==> src/rtl/parking_occupancy_if.sv <==
// Bundle between the sensor synchroniser / display side and the occupancy counter.
// The master drives the request and sensor snapshot; the slave publishes the occupancy statistics.
interface parking_occupancy_if #(
  parameter int NUM_SPOTS = 8
) ();
  localparam int CNT_W = $clog2(NUM_SPOTS + 1);

  logic                 start;
  logic [NUM_SPOTS-1:0] sensors;
  logic [CNT_W-1:0]     threshold;
  logic                 busy;
  logic                 done;
  logic [CNT_W-1:0]     parked;
  logic [CNT_W-1:0]     free;
  logic                 full;
  logic                 empty;
  logic                 near_full;
  logic                 changed;
  logic [CNT_W-1:0]     max_parked;

  modport master (
    output start, sensors, threshold,
    input  busy, done, parked, free, full, empty, near_full, changed, max_parked
  );

  modport slave (
    input  start, sensors, threshold,
    output busy, done, parked, free, full, empty, near_full, changed, max_parked
  );
endinterface

==> src/rtl/parking_occupancy_counter.sv <==
// Sequential parked-car counter: snapshots the sensor vector on start, sums LANES bits
// per cycle, then publishes registered occupancy statistics with a one-cycle done pulse.
module parking_occupancy_counter #(
  parameter int NUM_SPOTS = 8,
  parameter int LANES     = 4
) (
  input  logic                 clk,
  input  logic                 rst_n,
  parking_occupancy_if.slave   bus
);
  localparam int CNT_W = $clog2(NUM_SPOTS + 1);
  localparam int S     = (NUM_SPOTS + LANES - 1) / LANES;
  localparam int PAD_W = S * LANES;
  localparam int IDX_W = (S > 1) ? $clog2(S) : 1;
  localparam logic [CNT_W-1:0] SPOTS_C  = CNT_W'(NUM_SPOTS);
  localparam logic [IDX_W-1:0] LAST_IDX = IDX_W'(S - 1);

  typedef enum logic [1:0] {IDLE, SCAN, DONE} state_t;

  function automatic logic [CNT_W-1:0] popcount(input logic [LANES-1:0] v);
    logic [CNT_W-1:0] c;
    c = '0;
    for (int i = 0; i < LANES; i++) c = c + CNT_W'(v[i]);
    return c;
  endfunction

  function automatic logic [CNT_W-1:0] max_cnt(input logic [CNT_W-1:0] a,
                                                input logic [CNT_W-1:0] b);
    return (a > b) ? a : b;
  endfunction

  state_t           state_q, state_d;
  logic [PAD_W-1:0] snap_q, snap_d;
  logic [CNT_W-1:0] thr_q, thr_d;
  logic [CNT_W-1:0] acc_q, acc_d;
  logic [IDX_W-1:0] idx_q, idx_d;
  logic             done_q, done_d;
  logic [CNT_W-1:0] parked_q, parked_d;
  logic [CNT_W-1:0] free_q, free_d;
  logic             full_q, full_d;
  logic             empty_q, empty_d;
  logic             near_q, near_d;
  logic             changed_q, changed_d;
  logic [CNT_W-1:0] max_q, max_d;
  logic [LANES-1:0] slice;
  logic             accept;

  // Snapshot is zero-padded up to S*LANES bits so the last partial slice adds nothing extra.
  assign slice = snap_q[int'(idx_q) * LANES +: LANES];

  always_comb begin
    state_d   = state_q;
    snap_d    = snap_q;
    thr_d     = thr_q;
    acc_d     = acc_q;
    idx_d     = idx_q;
    done_d    = 1'b0;
    parked_d  = parked_q;
    free_d    = free_q;
    full_d    = full_q;
    empty_d   = empty_q;
    near_d    = near_q;
    changed_d = changed_q;
    max_d     = max_q;
    accept    = 1'b0;

    case (state_q)
      IDLE: accept = bus.start;
      SCAN: begin
        acc_d = acc_q + popcount(slice);
        idx_d = idx_q + 1'b1;
        if (idx_q == LAST_IDX) state_d = DONE;
      end
      DONE: begin
        done_d    = 1'b1;
        parked_d  = acc_q;
        free_d    = SPOTS_C - acc_q;
        full_d    = (acc_q == SPOTS_C);
        empty_d   = (acc_q == '0);
        near_d    = (acc_q >= thr_q);
        changed_d = (acc_q != parked_q);
        max_d     = max_cnt(max_q, acc_q);
        state_d   = IDLE;
        accept    = bus.start;
      end
      default: state_d = IDLE;
    endcase

    // A new request is taken from IDLE or straight out of DONE for back-to-back counts.
    if (accept) begin
      snap_d  = PAD_W'(bus.sensors);
      thr_d   = bus.threshold;
      acc_d   = '0;
      idx_d   = '0;
      state_d = SCAN;
    end
  end

  always_ff @(posedge clk) begin
    if (!rst_n) begin
      state_q   <= IDLE;
      snap_q    <= '0;
      thr_q     <= '0;
      acc_q     <= '0;
      idx_q     <= '0;
      done_q    <= 1'b0;
      parked_q  <= '0;
      free_q    <= SPOTS_C;
      full_q    <= (NUM_SPOTS == 0);
      empty_q   <= 1'b1;
      near_q    <= 1'b0;
      changed_q <= 1'b0;
      max_q     <= '0;
    end else begin
      state_q   <= state_d;
      snap_q    <= snap_d;
      thr_q     <= thr_d;
      acc_q     <= acc_d;
      idx_q     <= idx_d;
      done_q    <= done_d;
      parked_q  <= parked_d;
      free_q    <= free_d;
      full_q    <= full_d;
      empty_q   <= empty_d;
      near_q    <= near_d;
      changed_q <= changed_d;
      max_q     <= max_d;
    end
  end

  assign bus.busy       = (state_q == SCAN);
  assign bus.done       = done_q;
  assign bus.parked     = parked_q;
  assign bus.free       = free_q;
  assign bus.full       = full_q;
  assign bus.empty      = empty_q;
  assign bus.near_full  = near_q;
  assign bus.changed    = changed_q;
  assign bus.max_parked = max_q;
endmodule

==> src/flat_wrapper.sv <==
// flat-port wrapper written by rule: the top's interface ports become plain ports
module parking_occupancy_counter_flat 
#(
  parameter int NUM_SPOTS = 8,
  parameter int LANES     = 4
)
  (clk, rst_n, bus_start, bus_sensors, bus_threshold, bus_busy, bus_done, bus_parked, bus_free, bus_full, bus_empty, bus_near_full, bus_changed, bus_max_parked);
  parking_occupancy_if #(.NUM_SPOTS(NUM_SPOTS)) bus_i ();
  input  logic clk;
  input  logic rst_n;
  input wire logic [$bits(bus_i.start)-1:0] bus_start;
  input wire logic [$bits(bus_i.sensors)-1:0] bus_sensors;
  input wire logic [$bits(bus_i.threshold)-1:0] bus_threshold;
  output wire logic [$bits(bus_i.busy)-1:0] bus_busy;
  output wire logic [$bits(bus_i.done)-1:0] bus_done;
  output wire logic [$bits(bus_i.parked)-1:0] bus_parked;
  output wire logic [$bits(bus_i.free)-1:0] bus_free;
  output wire logic [$bits(bus_i.full)-1:0] bus_full;
  output wire logic [$bits(bus_i.empty)-1:0] bus_empty;
  output wire logic [$bits(bus_i.near_full)-1:0] bus_near_full;
  output wire logic [$bits(bus_i.changed)-1:0] bus_changed;
  output wire logic [$bits(bus_i.max_parked)-1:0] bus_max_parked;
  assign bus_i.start = bus_start;
  assign bus_i.sensors = bus_sensors;
  assign bus_i.threshold = bus_threshold;
  assign bus_busy = bus_i.busy;
  assign bus_done = bus_i.done;
  assign bus_parked = bus_i.parked;
  assign bus_free = bus_i.free;
  assign bus_full = bus_i.full;
  assign bus_empty = bus_i.empty;
  assign bus_near_full = bus_i.near_full;
  assign bus_changed = bus_i.changed;
  assign bus_max_parked = bus_i.max_parked;
  parking_occupancy_counter #(.NUM_SPOTS(NUM_SPOTS), .LANES(LANES)) u_core (.clk(clk), .rst_n(rst_n), .bus(bus_i));
endmodule
==> config.mk <==
export PLATFORM = sky130hd
export DESIGN_NAME = parking_occupancy_counter_flat
export DESIGN_NICKNAME = d
export VERILOG_FILES = /design/src/rtl/parking_occupancy_if.sv /design/src/rtl/parking_occupancy_counter.sv /design/src/flat_wrapper.sv
export SDC_FILE = /design/constraint.sdc
export NUM_CORES = 1
export LEC_CHECK = 0
export CAP_MARGIN = 20
export CORE_ASPECT_RATIO = 0.5
export CORE_MARGIN = 1
export CORE_UTILIZATION = 46
export DETAILED_ROUTE_END_ITERATION = 16
export PLACE_DENSITY = 0.84
export SLEW_MARGIN = 0
export SYNTH_ARGS = -nofsm -noshare
export SYNTH_HDL_FRONTEND = slang
export SYNTH_SLANG_ARGS = --single-unit
==> constraint.sdc <==
create_clock -name clk -period 2.7 [get_ports clk]
set_clock_uncertainty 0.1 [all_clocks]
set_input_delay 0.54 -clock clk [delete_from_list [all_inputs] [get_ports clk]]
set_output_delay 0.54 -clock clk [all_outputs]
set_load 0.02 [all_outputs]
Word-level counts from Yosys, hierarchy flattened --
Index checks and enable logic that the tools add are counted. W data, S select, Z words.
Storage, ports and cells: bits in read-only memories 0, word-level logic and storage cells 45, latch bits 0, memories 0, bits in registers 36, output and inout bits 18, RAM bits 0, bits of input ports 15
Cells by class: $add $sub $neg 6, shift operators 1, bitwise logic cells 3, equal/unequal tests 7, reductions and logical operators 7, multipliers 0, muxes and demuxes 5, order comparisons 2, divide/modulo/power cells 0
Operators by type and width (number):
- $add A4 B1 Y4 | 2
- $shiftx A8 B4 Y4 | 1
- $reduce_and A2 Y1 | 3
- $add A4 B4 Y4 | 1
- $eq A4 B4 Y1 const B | 1
- $ge A4 B4 Y1 | 1
- $gt A4 B4 Y1 | 1
- $logic_not A4 Y1 | 1
- $ne A2 B1 Y1 const B | 2
- $ne A4 B4 Y1 | 1
- $pmux W2 S2 | 1
- $reduce_or A2 Y1 | 2
- $sub A4 B4 Y4 const A | 1
- $mux W1 | 3
- $ne A3 B1 Y1 const B | 1
- $not A1 Y1 | 3
- $add A1 B1 Y2 | 1
- $eq A2 B1 Y1 const B | 1
- $eq A2 B2 Y1 const B | 1
- $logic_not A2 Y1 | 1
- $mux W2 | 1
- $add A1 B1 Y1 const B | 1

Longest topological paths before layout --
Gate-level depths: netlist of the first run.
depth in word-level cells 5, gate-level depth with buffers 12, mapped depth without buffers 11

Worst setup path after synthesis of the first run --
No wires, ideal clock.
path type flip-flop to flip-flop, from register u_core.idx_q, to register u_core.acc_q[2], setup time 0.117 ns, clock period less this slack 2.752 ns, buffers on the path 1, arrival time 2.535 ns, stages on the path, launching flop included 13, data required time 2.483 ns, slack -0.052 ns, cells stage by stage dfxtp_1 -> clkbuf_1 -> mux2_2 -> ha_1 -> inv_1 -> fa_1 -> inv_1 -> ha_1 -> inv_1 -> fa_1 -> xnor2_1 -> a21oi_1 -> nor2_1
On the way: word-level cells in the longest chain between the ends 5
Ends and longest elaborated chain:
- start, declared | RTL line parking_occupancy_counter.sv:36 | logic [IDX_W-1:0] idx_q, idx_d;
- start signal, assigned | RTL line parking_occupancy_counter.sv:119 | idx_q <= idx_d;
- $shiftx A8 B4 Y4 (*) | RTL line parking_occupancy_counter.sv:49 | assign slice = snap_q[int'(idx_q) * LANES +: LANES];
- $add A1 B1 Y2 | RTL line parking_occupancy_counter.sv:23 | for (int i = 0; i < LANES; i++) c = c + CNT_W'(v[i]);
- $add A4 B1 Y4 | RTL line parking_occupancy_counter.sv:23
- $add A4 B1 Y4 (*) | RTL line parking_occupancy_counter.sv:23
- $add A4 B4 Y4 (*) | RTL line parking_occupancy_counter.sv:70 | acc_d = acc_q + popcount(slice);
- end signal, assigned | RTL line parking_occupancy_counter.sv:104 | acc_q <= '0;
- end signal, assigned | RTL line parking_occupancy_counter.sv:118 | acc_q <= acc_d;
- end, declared | RTL line parking_occupancy_counter.sv:35 | logic [CNT_W-1:0] acc_q, acc_d;
Every way passes the cells marked *; elsewhere a longest branch is shown, timed or not. A chain may end at the register's enable or synchronous reset.

Worst setup path in the final report of the first run --
Ends and elaborated chain as after synthesis.

==> results of run 1 <==
-- critical path, cell delays in order (launching register included) --
cell and delay, ps:
dfxtp_2 380, mux2_4 330, ha_4 260, inv_2 30, fa_1 440, inv_1 80, ha_2 180, inv_1 50
fa_2 330, xnor2_1 140, a21oi_1 120, nor2_1 50
-- metal layers --
metal	up-vias	global-route usage (%)	wire [µm]
met5	-	0	0
met4	0	5.81	17
met1	644	24.3	1650
met2	22	34.2	1700
li1	739	-	-
met3	2	4.89	115
-- final timing paths --
path	endpoint	depth (start not counted)	startpoint
worst min register to register	u_core.bus.free[2]	2	u_core.bus.free[2]
worst max-delay path	u_core.acc_q[2]	11	u_core.idx_q
worst min-delay path	u_core.bus.free[2]	2	u_core.bus.free[2]
worst max register to register	u_core.acc_q[2]	11	u_core.idx_q
-- layout make-up --
| class | count | area (µm²) |
|---|---|---|
| clock buffer | 8 | 100 |
| fill | 303 | 1280 |
| inverter | 13 | 48.8 |
| multi-input combinational | 143 | 952 |
| sequential | 35 | 702 |
| tap | 51 | 63.8 |
| timing repair buffer | 40 | 380 |
-- sequential cells by signal, indices dropped and copies added (netlist names) --
name	cells
u_core.snap_q	8
u_core.acc_q	4
u_core.bus.free	4
u_core.bus.max_parked	4
u_core.thr_q	4
u_core.bus.parked	3
u_core.state_q	2
u_core.bus.changed	1
u_core.bus.done	1
u_core.bus.empty	1
u_core.bus.full	1
u_core.bus.near_full	1
u_core.idx_q	1
-- what timing repair did --
| item | CTS | global route |
|---|---|---|
| gates resized for setup | 1 | 6 |
| pin swaps | 0 | 1 |
| buffers inserted | 0 | 1 |
| gates cloned | 0 | 0 |
| setup endpoints to repair | 1 | 1 |
-- Yosys cell counts, drive strengths merged --
library cell and count:
a211oi 1, a21boi 20, a21oi 9, a41o 1, and2 1, and3 1, buf 8, clkbuf 4
dfxtp 35, fa 2, ha 14, inv 13, mux2 3, mux2i 1, nand2 45, nand2b 5
nand3 5, nand4 1, nor2 7, nor2b 6, nor3 1, nor4 1, o2111ai 1, o211ai 1
o21ai 9, o311ai 1, xnor2 3, xor2 4
-- power by group --
part	switching (mW)	total, mW	internal (mW)
combinational	0.0728	0.150	0.0770
clock	0.190	0.423	0.233
sequential	0.0142	0.547	0.533
total	0.277	1.12	0.843
-- kinds of logic after synthesis --
group                      after synthesis  synth area share [%]
and+or+nand+nor                         73                  18.7
AOI/OAI and AO/OA                       43                  16.3
DFF                                     35                  40.3
buffers and inverters                   25                  6.27
adders and majority gates               16                  12.4
xor gates and xnor gates                 7                  3.53
muxes                                    4                  2.52
-- through the flow --
step                hold WS [ps]  worst slack (ps)  power, mW  utilization (%)  TNS, ps
floorplan                    332              31.9      0.647                -        0
global placement             340               101      0.693             59.9        0
detailed placement           343           -0.0768      0.699             59.9  -0.0768
CTS                          353              19.4       1.11             62.8        0
global route                 375             -5.62       1.17             63.7    -5.62
finish                       347              99.4       1.12             63.7        0
==> run metrics, run 1 <==
DP HPWL=2510 µm; GP Congestion=roughly 0.79; P&R area growth vs syn=29.4%; Peak Freq=between 0.3 and 0.4 GHz; Die Y=roughly 45 µm; min cycle time layout=around 2600 ps; Die ar.=approximately 4000 µm²; IO Pins=33; DR DRC count=0; dominant cells by area after synthesis=dfxtp_1 40%, ha_1 10%, nand2_1 9.7%; Syn Area/Cell=around 8.6 µm²; Netlist cell types=32; largest net degree at the start of global routing=17; placed insts=around 280; most common cell after layout, fill and taps aside=nand2_1; WS Path Type=register to register; Post-DP Area=2110 µm²; drt wl/cell=12.0 µm; Buffers on Ports=32; total gr overflow=0; final std cells w/o fill=between 200 and 300; post-synth top area share=approximately two fifths; clock-pin slew on the worst setup and hold paths=70 ps; CTS tree=yes; crit-path max FO=3; register area share after synthesis=between 40% and 50%; cell area after synthesis=~1700 µm²; via count=approximately 1400; VDD IR-drop max=around 0.00017 V; Placeable Area=approximately 3500 µm²; Critical Path End Type=register; Slew @ Worst Pin=roughly 500 ps; clock insertion delay at the later pin of the skew report=approximately 290 ps; Finished Cell Area=2250 µm²; CTS buffer count=5; Yosys top cell by area=dfxtp_1; leakage=0.896 nW; Clock Sinks=35; row count=15; Max clock buf depth=2; post-cts hold buffer count=0; headroom to the max-slew limit=between 60% and 70%; first-pass GRT wire length=a little under 6000 µm; Net Count, Synth=234; initial antenna violation count=0; PwrDens=498 nW/µm²; Routed WL=~3500 µm; crit path DAT=2680 ps; CP startpoint kind=register; run status=completed; Final Hold Viols=0; ANT cells=0; layout cells sized above 1=10.0%; Final setup viols=0; DR iter-0 viols=33; post-route clock period utilization=between 90% and 100%; nets=269; synth warn=0; Initial Util=approximately half; H-tree depth=2; commonest cells after routing, fill and taps aside=45 x nand2_1, 34 x dfxtp_1, 32 x clkdlybuf4s50_1; vias in the first global route=around 1400; flop2flop setup slack=about 99 ps; Crit path required time=2780 ps; gr usage total=between 10% and 20%; flop and latch count out of synthesis=35; Worst Hold Class=register to register; root buffer cell=clkbuf_8; Detail Route Antenna Nets=0; Die X=a little under 90 µm; Final Slew Violations=0; via/cell ratio=4.85; cells after synthesis=~200; TritonRoute pass-1 iters=4; max_cap viols=0
Note: power is estimated with default switching activity, not from simulation.
==> run 2, diff against run 1 <==
--- a/config.mk
+++ b/config.mk
@@ -8,9 +8,10 @@
 export CAP_MARGIN = 20
 export CORE_ASPECT_RATIO = 0.5
 export CORE_MARGIN = 1
-export CORE_UTILIZATION = 46
+export CORE_UTILIZATION = 56
 export DETAILED_ROUTE_END_ITERATION = 16
-export PLACE_DENSITY = 0.84
+export DONT_BUFFER_PORTS = 1
+export PLACE_DENSITY = 0.83
 export SLEW_MARGIN = 0
 export SYNTH_ARGS = -nofsm -noshare
 export SYNTH_HDL_FRONTEND = slang
==> run 2 against run 1 <==
Sequential share of layout area rose by 6.3 points; final area fell by 17%; first-iteration DRC count rose by 48%; flip-flop and latch count did not move; core utilization rose by 4.1 points; global-route usage rose by 2.6 points; critical endpoint is now u_core.acc_q[1].
==> run metrics, run 2 (synthesis gave the netlist of run 1 again) <==
run status=completed; gr usage total=22.1% (+2.6 points); crit path DAT=2690 ps (about the same); Peak Freq=0.388 GHz (+0.80%); CP startpoint kind=register; most common cell after layout, fill and taps aside=nand2_1; Worst Hold Class=input port to register; DR iter-0 viols=49 (+48%); IO Pins=33 (unchanged); Largest register FFs=8 (unchanged); initial antenna violation count=0 (unchanged); CTS tree=yes; # fillers=227 (-25%); GP Congestion=0.757 (-3.8%); clock-pin slew on the worst setup and hold paths=80 ps (about the same); via count=1282 (-8.9%); final std cells w/o fill=239 (-18%); PwrDens=603 nW/µm² (+21%); vias in the first global route=1077 (-22%); nets=232 (-14%); r2r startpoint=u_core.idx_q; post-route clock period utilization=95.6% (-0.76 points); setup ws final=120 ps (+20.6 ps); Worst Hold Launch=rst_n; Max clock buf depth=2 (unchanged); via/cell ratio=5.36 (+11%); Post-CTS Setup Bufs=0 (unchanged); Critical Path End Type=register; commonest cells after routing, fill and taps aside=45 x nand2_1, 34 x dfxtp_1, 16 x a21boi_1; Detail Route Antenna Nets=0 (unchanged); first-pass GRT wire length=5050 µm (-13%); Final setup viols=0 (unchanged); Slew @ Worst Pin=752 ps (+249 ps); total gr overflow=0 (unchanged); ANT cells=0 (unchanged); largest net degree at the start of global routing=36 (+19); register name with the most flops=u_core.snap_q; H-tree depth=2 (unchanged); Clock Sinks=35 (unchanged); Initial Util=62.8% (+14 points); CTS buffer count=5 (unchanged); Buffers on Ports=0 (-100%); post-cts hold buffer count=0 (unchanged); hold path depth=1 (-1); max_cap viols=0 (unchanged); min cycle time layout=2580 ps (-20.6 ps); Placeable Area=2770 µm² (-22%); P&R area growth vs syn=8.00%; leakage=0.761 nW (-15%); Final Hold Viols=0 (unchanged); WS Path Type=register to register; drt wl/cell=13.8 µm (+15%); Routed WL=3290 µm (-5.5%); root buffer cell=clkbuf_8; crit-path max FO=4 (+1); unrepaired setup endpoints after global routing=yes; Worst Reg-to-Reg Cells=9 (-2); hold_ws=243 ps (-104 ps); headroom to the max-slew limit=49.7% (-17 points); clock insertion delay at the later pin of the skew report=290 ps (about the same); DR DRC count=0 (unchanged); Die ar.=3340 µm² (-17%); row count=13 (-2); placed insts=231 (-18%); VDD IR-drop max=0.000317 V (+92%); DP HPWL=2250 µm (-10%); Pwr Total=1.13 mW (+0.92%); Die Y=41.4 µm (-8.9%); Place WS=4.85 ps (+4.93 ps); layout cells sized above 1=9.41% (-0.64 points); Die X=80.8 µm (-9.2%); Crit path required time=2810 ps (+30 ps); Final Slew Violations=0 (unchanged); TritonRoute pass-1 iters=4 (unchanged); Critical Path Source=u_core.idx_q
==> run 2: where the power goes <==
group	internal (mW)	switching [mW]	total, mW
logic	0.0490	0.0597	0.109
clock network	0.275	0.199	0.474
registers	0.532	0.0152	0.548
total	0.856	0.274	1.13
==> run 2: timing repair <==
item | 4_1_cts | 5_1_grt
hold endpoints to repair | 0 | 0
gates resized for setup | 1 | 5
endpoints found under the setup margin | 2 | 2
pin swaps | 0 | 3
==> run 2: worst max-delay path, cell delays in order, from the launching register on <==
cell      delay [ps]
dfxtp_4          370
mux2_2           330
ha_1             270
inv_1             50
fa_1             470
inv_1             40
ha_2             160
inv_1             70
fa_2             440
a211oi_2         210
==> run 2: metrics by stage <==
step | setup TNS (ps) | cell area (µm²) | util, %
final | 0 | 1880 | 67.8
after global routing | -14.6 | 1880 | 67.8
after CTS | 0 | 1860 | 67.2
after detailed placement | 0 | 1750 | 63.1
after global placement | 0 | 1750 | 63.1
after floorplan | 0 | 1740 | -
==> run 2: worst paths after layout <==
path | end | slack [ps]
max | u_core.acc_q[1] | 120
min reg2reg | u_core.snap_q[1] | 360
max reg2reg | u_core.acc_q[1] | 120
min | u_core.bus.free[3] | 240
==> run 2: metal layers <==
metal | wire length (µm) | track usage, % | up-vias | part of all wire, %
met5 | 0 | 0 | - | 0
met4 | 37 | 10.7 | 0 | 1.1
met3 | 284 | 8.70 | 5 | 8.6
met2 | 1440 | 36.7 | 40 | 44
met1 | 1530 | 26.3 | 575 | 47
li1 | - | - | 662 | -
==> run 2: cell type report <==
class,count,area [µm²],share of cell area [%]
Clock buffer,5,68.8,3.67
Tap cell,37,46.3,2.47
Multi-Input combinational cell,143,941,50.2
Inverter,13,48.8,2.60
Clock inverter,3,43.8,2.33
Sequential cell,35,704,37.6
Timing Repair Buffer,3,22.5,1.20
==> run 3, diff against run 2 <==
--- a/config.mk
+++ b/config.mk
@@ -8,10 +8,11 @@
 export CAP_MARGIN = 20
 export CORE_ASPECT_RATIO = 0.5
 export CORE_MARGIN = 1
-export CORE_UTILIZATION = 56
+export CORE_UTILIZATION = 47
+export CTS_CLUSTER_SIZE = 40
 export DETAILED_ROUTE_END_ITERATION = 16
 export DONT_BUFFER_PORTS = 1
-export PLACE_DENSITY = 0.83
+export PLACE_DENSITY = 0.73
 export SLEW_MARGIN = 0
 export SYNTH_ARGS = -nofsm -noshare
 export SYNTH_HDL_FRONTEND = slang
==> run 3 against run 2 <==
Critical path depth is 2 higher; combinational power hardly changed; wire length is 4.3% lower; maximum frequency is 1.0% lower; non-clock buffer count is 1 higher; clock power is 19% lower; largest cell class unchanged; final area is 0.33% higher; die area is 18% higher; register-to-register slack worse by 30 ps.
==> run metrics, run 3 (synthesis gave the netlist of run 1 again) <==
most common cell after layout, fill and taps aside=nand2_1; IO Pins=33 (unchanged); Routed WL=3150 µm (-4.3%); Pwr Total=1.04 mW (-8.0%); register name with the most flops=u_core.snap_q; drt wl/cell=12.5 µm (-9.5%); max_cap viols=0 (unchanged); PwrDens=552 nW/µm² (-8.3%); CP startpoint kind=register; CTS buffer count=5 (unchanged); crit-path cells=mux2_4, ha_4, inv_2, fa_1, inv_1, ha_2, inv_1, fa_1, xnor2_1, a21oi_1, nor2_1; Max clock buf depth=2 (unchanged); DR iter-0 viols=24 (-51%); CTS tree=yes; Worst Hold Class=input port to register; H-tree depth=2 (unchanged); Die Y=45.0 µm (+8.7%); Finished Cell Area=1880 µm² (+0.33%); Die X=88.0 µm (+8.9%); Final setup viols=0 (unchanged); Critical Path End Type=register; row count=15 (+2); nets=233 (+0.43%); TritonRoute pass-1 iters=4 (unchanged); Crit path required time=2780 ps (-30 ps); Final Hold Viols=0 (unchanged); r2r startpoint=u_core.idx_q; commonest cells after routing, fill and taps aside=45 x nand2_1, 34 x dfxtp_1, 16 x a21boi_1; delay-heaviest family, CP=adder cells; layout cells sized above 1=9.41% (unchanged); Final Slew Violations=0 (unchanged); clock insertion delay at the later pin of the skew report=290 ps (about the same); Peak Freq=0.384 GHz (-1.0%); Detail Route Antenna Nets=0 (unchanged); flop2flop setup slack=90 ps (-30 ps); Post-DP Area=1760 µm² (+1.0%); Final Util=53.9% (-14 points); WS Path Type=register to register; # fillers=319 (+41%); initial antenna violation count=0 (unchanged); root buffer cell=clkbuf_8; vias in the first global route=1183 (+9.8%); Die ar.=3960 µm² (+18%); CP endpoint=u_core.acc_q[2]; hold path depth=1 (unchanged); Initial Util=49.7% (-13 points); Placeable Area=3490 µm² (+26%); run status=completed; multi-input logic area=950 µm² (+0.93%); crit path DAT=2690 ps (about the same); via count=1282 (unchanged); total stage count of the critical path=11 (+2); Buffers on Ports=0 (unchanged); leakage=0.753 nW (-1.1%); Worst Reg-to-Reg Cells=11 (+2); clock-pin slew on the worst setup and hold paths=70 ps (about the same); Critical Path Source=u_core.idx_q; largest net degree at the start of global routing=36 (unchanged); Largest register FFs=8 (unchanged); crit-path max FO=3 (-1); Largest stage delay, worst path=430 ps (-40 ps); DP HPWL=2210 µm (-1.6%); Slowest-stage cell, CP=fa_1; gr usage total=18.5% (-3.6 points); total gr overflow=0 (unchanged); GP Congestion=0.742 (-2.0%); Setup Total Neg Slack=0 ps (unchanged); ANT cells=0 (unchanged); headroom to the max-slew limit=46.7% (-3.0 points); first-pass GRT wire length=5150 µm (+2.1%); Slew @ Worst Pin=798 ps (+45.6 ps); via/cell ratio=5.07 (-5.5%); Clock Sinks=35 (unchanged); Worst R2R End=u_core.acc_q[2]; post-cts hold buffer count=0 (unchanged); DR DRC count=0 (unchanged); worst path buffer plus inverter count=3 (unchanged); post-route clock period utilization=96.5% (+0.97 points); P&R area growth vs syn=8.36%; VDD IR-drop max=0.000201 V (-37%); register area=702 µm² (-0.36%); unrepaired setup endpoints after global routing=no; min cycle time layout=2610 ps (+26.3 ps)
[run 3: worst reg2reg max path: cells and delay by family (launching register included)]
kind / cells / cell delay (ps)
adder cells (fa/ha/maj): 4 / 1230
flip-flops: 1 / 360
multiplexers: 1 / 320
buffers and inverters: 3 / 150
XOR/XNOR: 1 / 140
AO/OA/AOI/OAI: 1 / 140
AND/OR/NAND/NOR: 1 / 40
[run 3: power breakdown]
part	switching, mW	internal [mW]
Combinational	0.0582	0.0511
Clock	0.183	0.200
Sequential	0.0145	0.533
[run 3: per-layer routing]
layer	GRT usage, %	share of wire (%)	wire, µm	vias up
met5	0	0	0	-
met4	9.84	2.0	64	0
met3	10.4	7.6	240	6
met2	29.3	44	1400	23
met1	20.1	46	1450	586
li1	-	-	-	667
[run 3: final cells by class]
class | count | share of cell area [%]
Multi-Input combinational cell | 143 | 50.5
Inverter | 13 | 2.59
Clock inverter | 1 | 0.266
Clock buffer | 6 | 4.39
Timing Repair Buffer | 4 | 1.60
Tap cell | 51 | 3.39
Sequential cell | 35 | 37.3
[run 3: worst min-delay path by stage]
stage	slack (ps)	endpoint	startpoint
after global placement	340	u_core.snap_q[7]	u_core.snap_q[7]
after detailed placement	340	u_core.snap_q[3]	u_core.snap_q[3]
after global routing	250	u_core.bus.free[3]	rst_n
final	260	u_core.bus.empty	rst_n
after floorplan	330	u_core.snap_q[4]	u_core.snap_q[4]
after CTS	240	u_core.bus.empty	rst_n
[run 3: through the flow]
stage / setup slack (ps) / std cells / hold WS (ps)
floorplan: 31.9 / 203 / 332
global placement: 81.1 / 245 / 341
detailed placement: 3.80 / 245 / 344
CTS: 30.3 / 252 / 238
global route: 7.30 / 253 / 248
finish: 93.7 / 253 / 257
[run 3: repair_timing]
action,in CTS,in global routing
setup endpoints to repair,1,2
pin swaps,0,0
buffers inserted,0,1
gates resized for setup,1,5
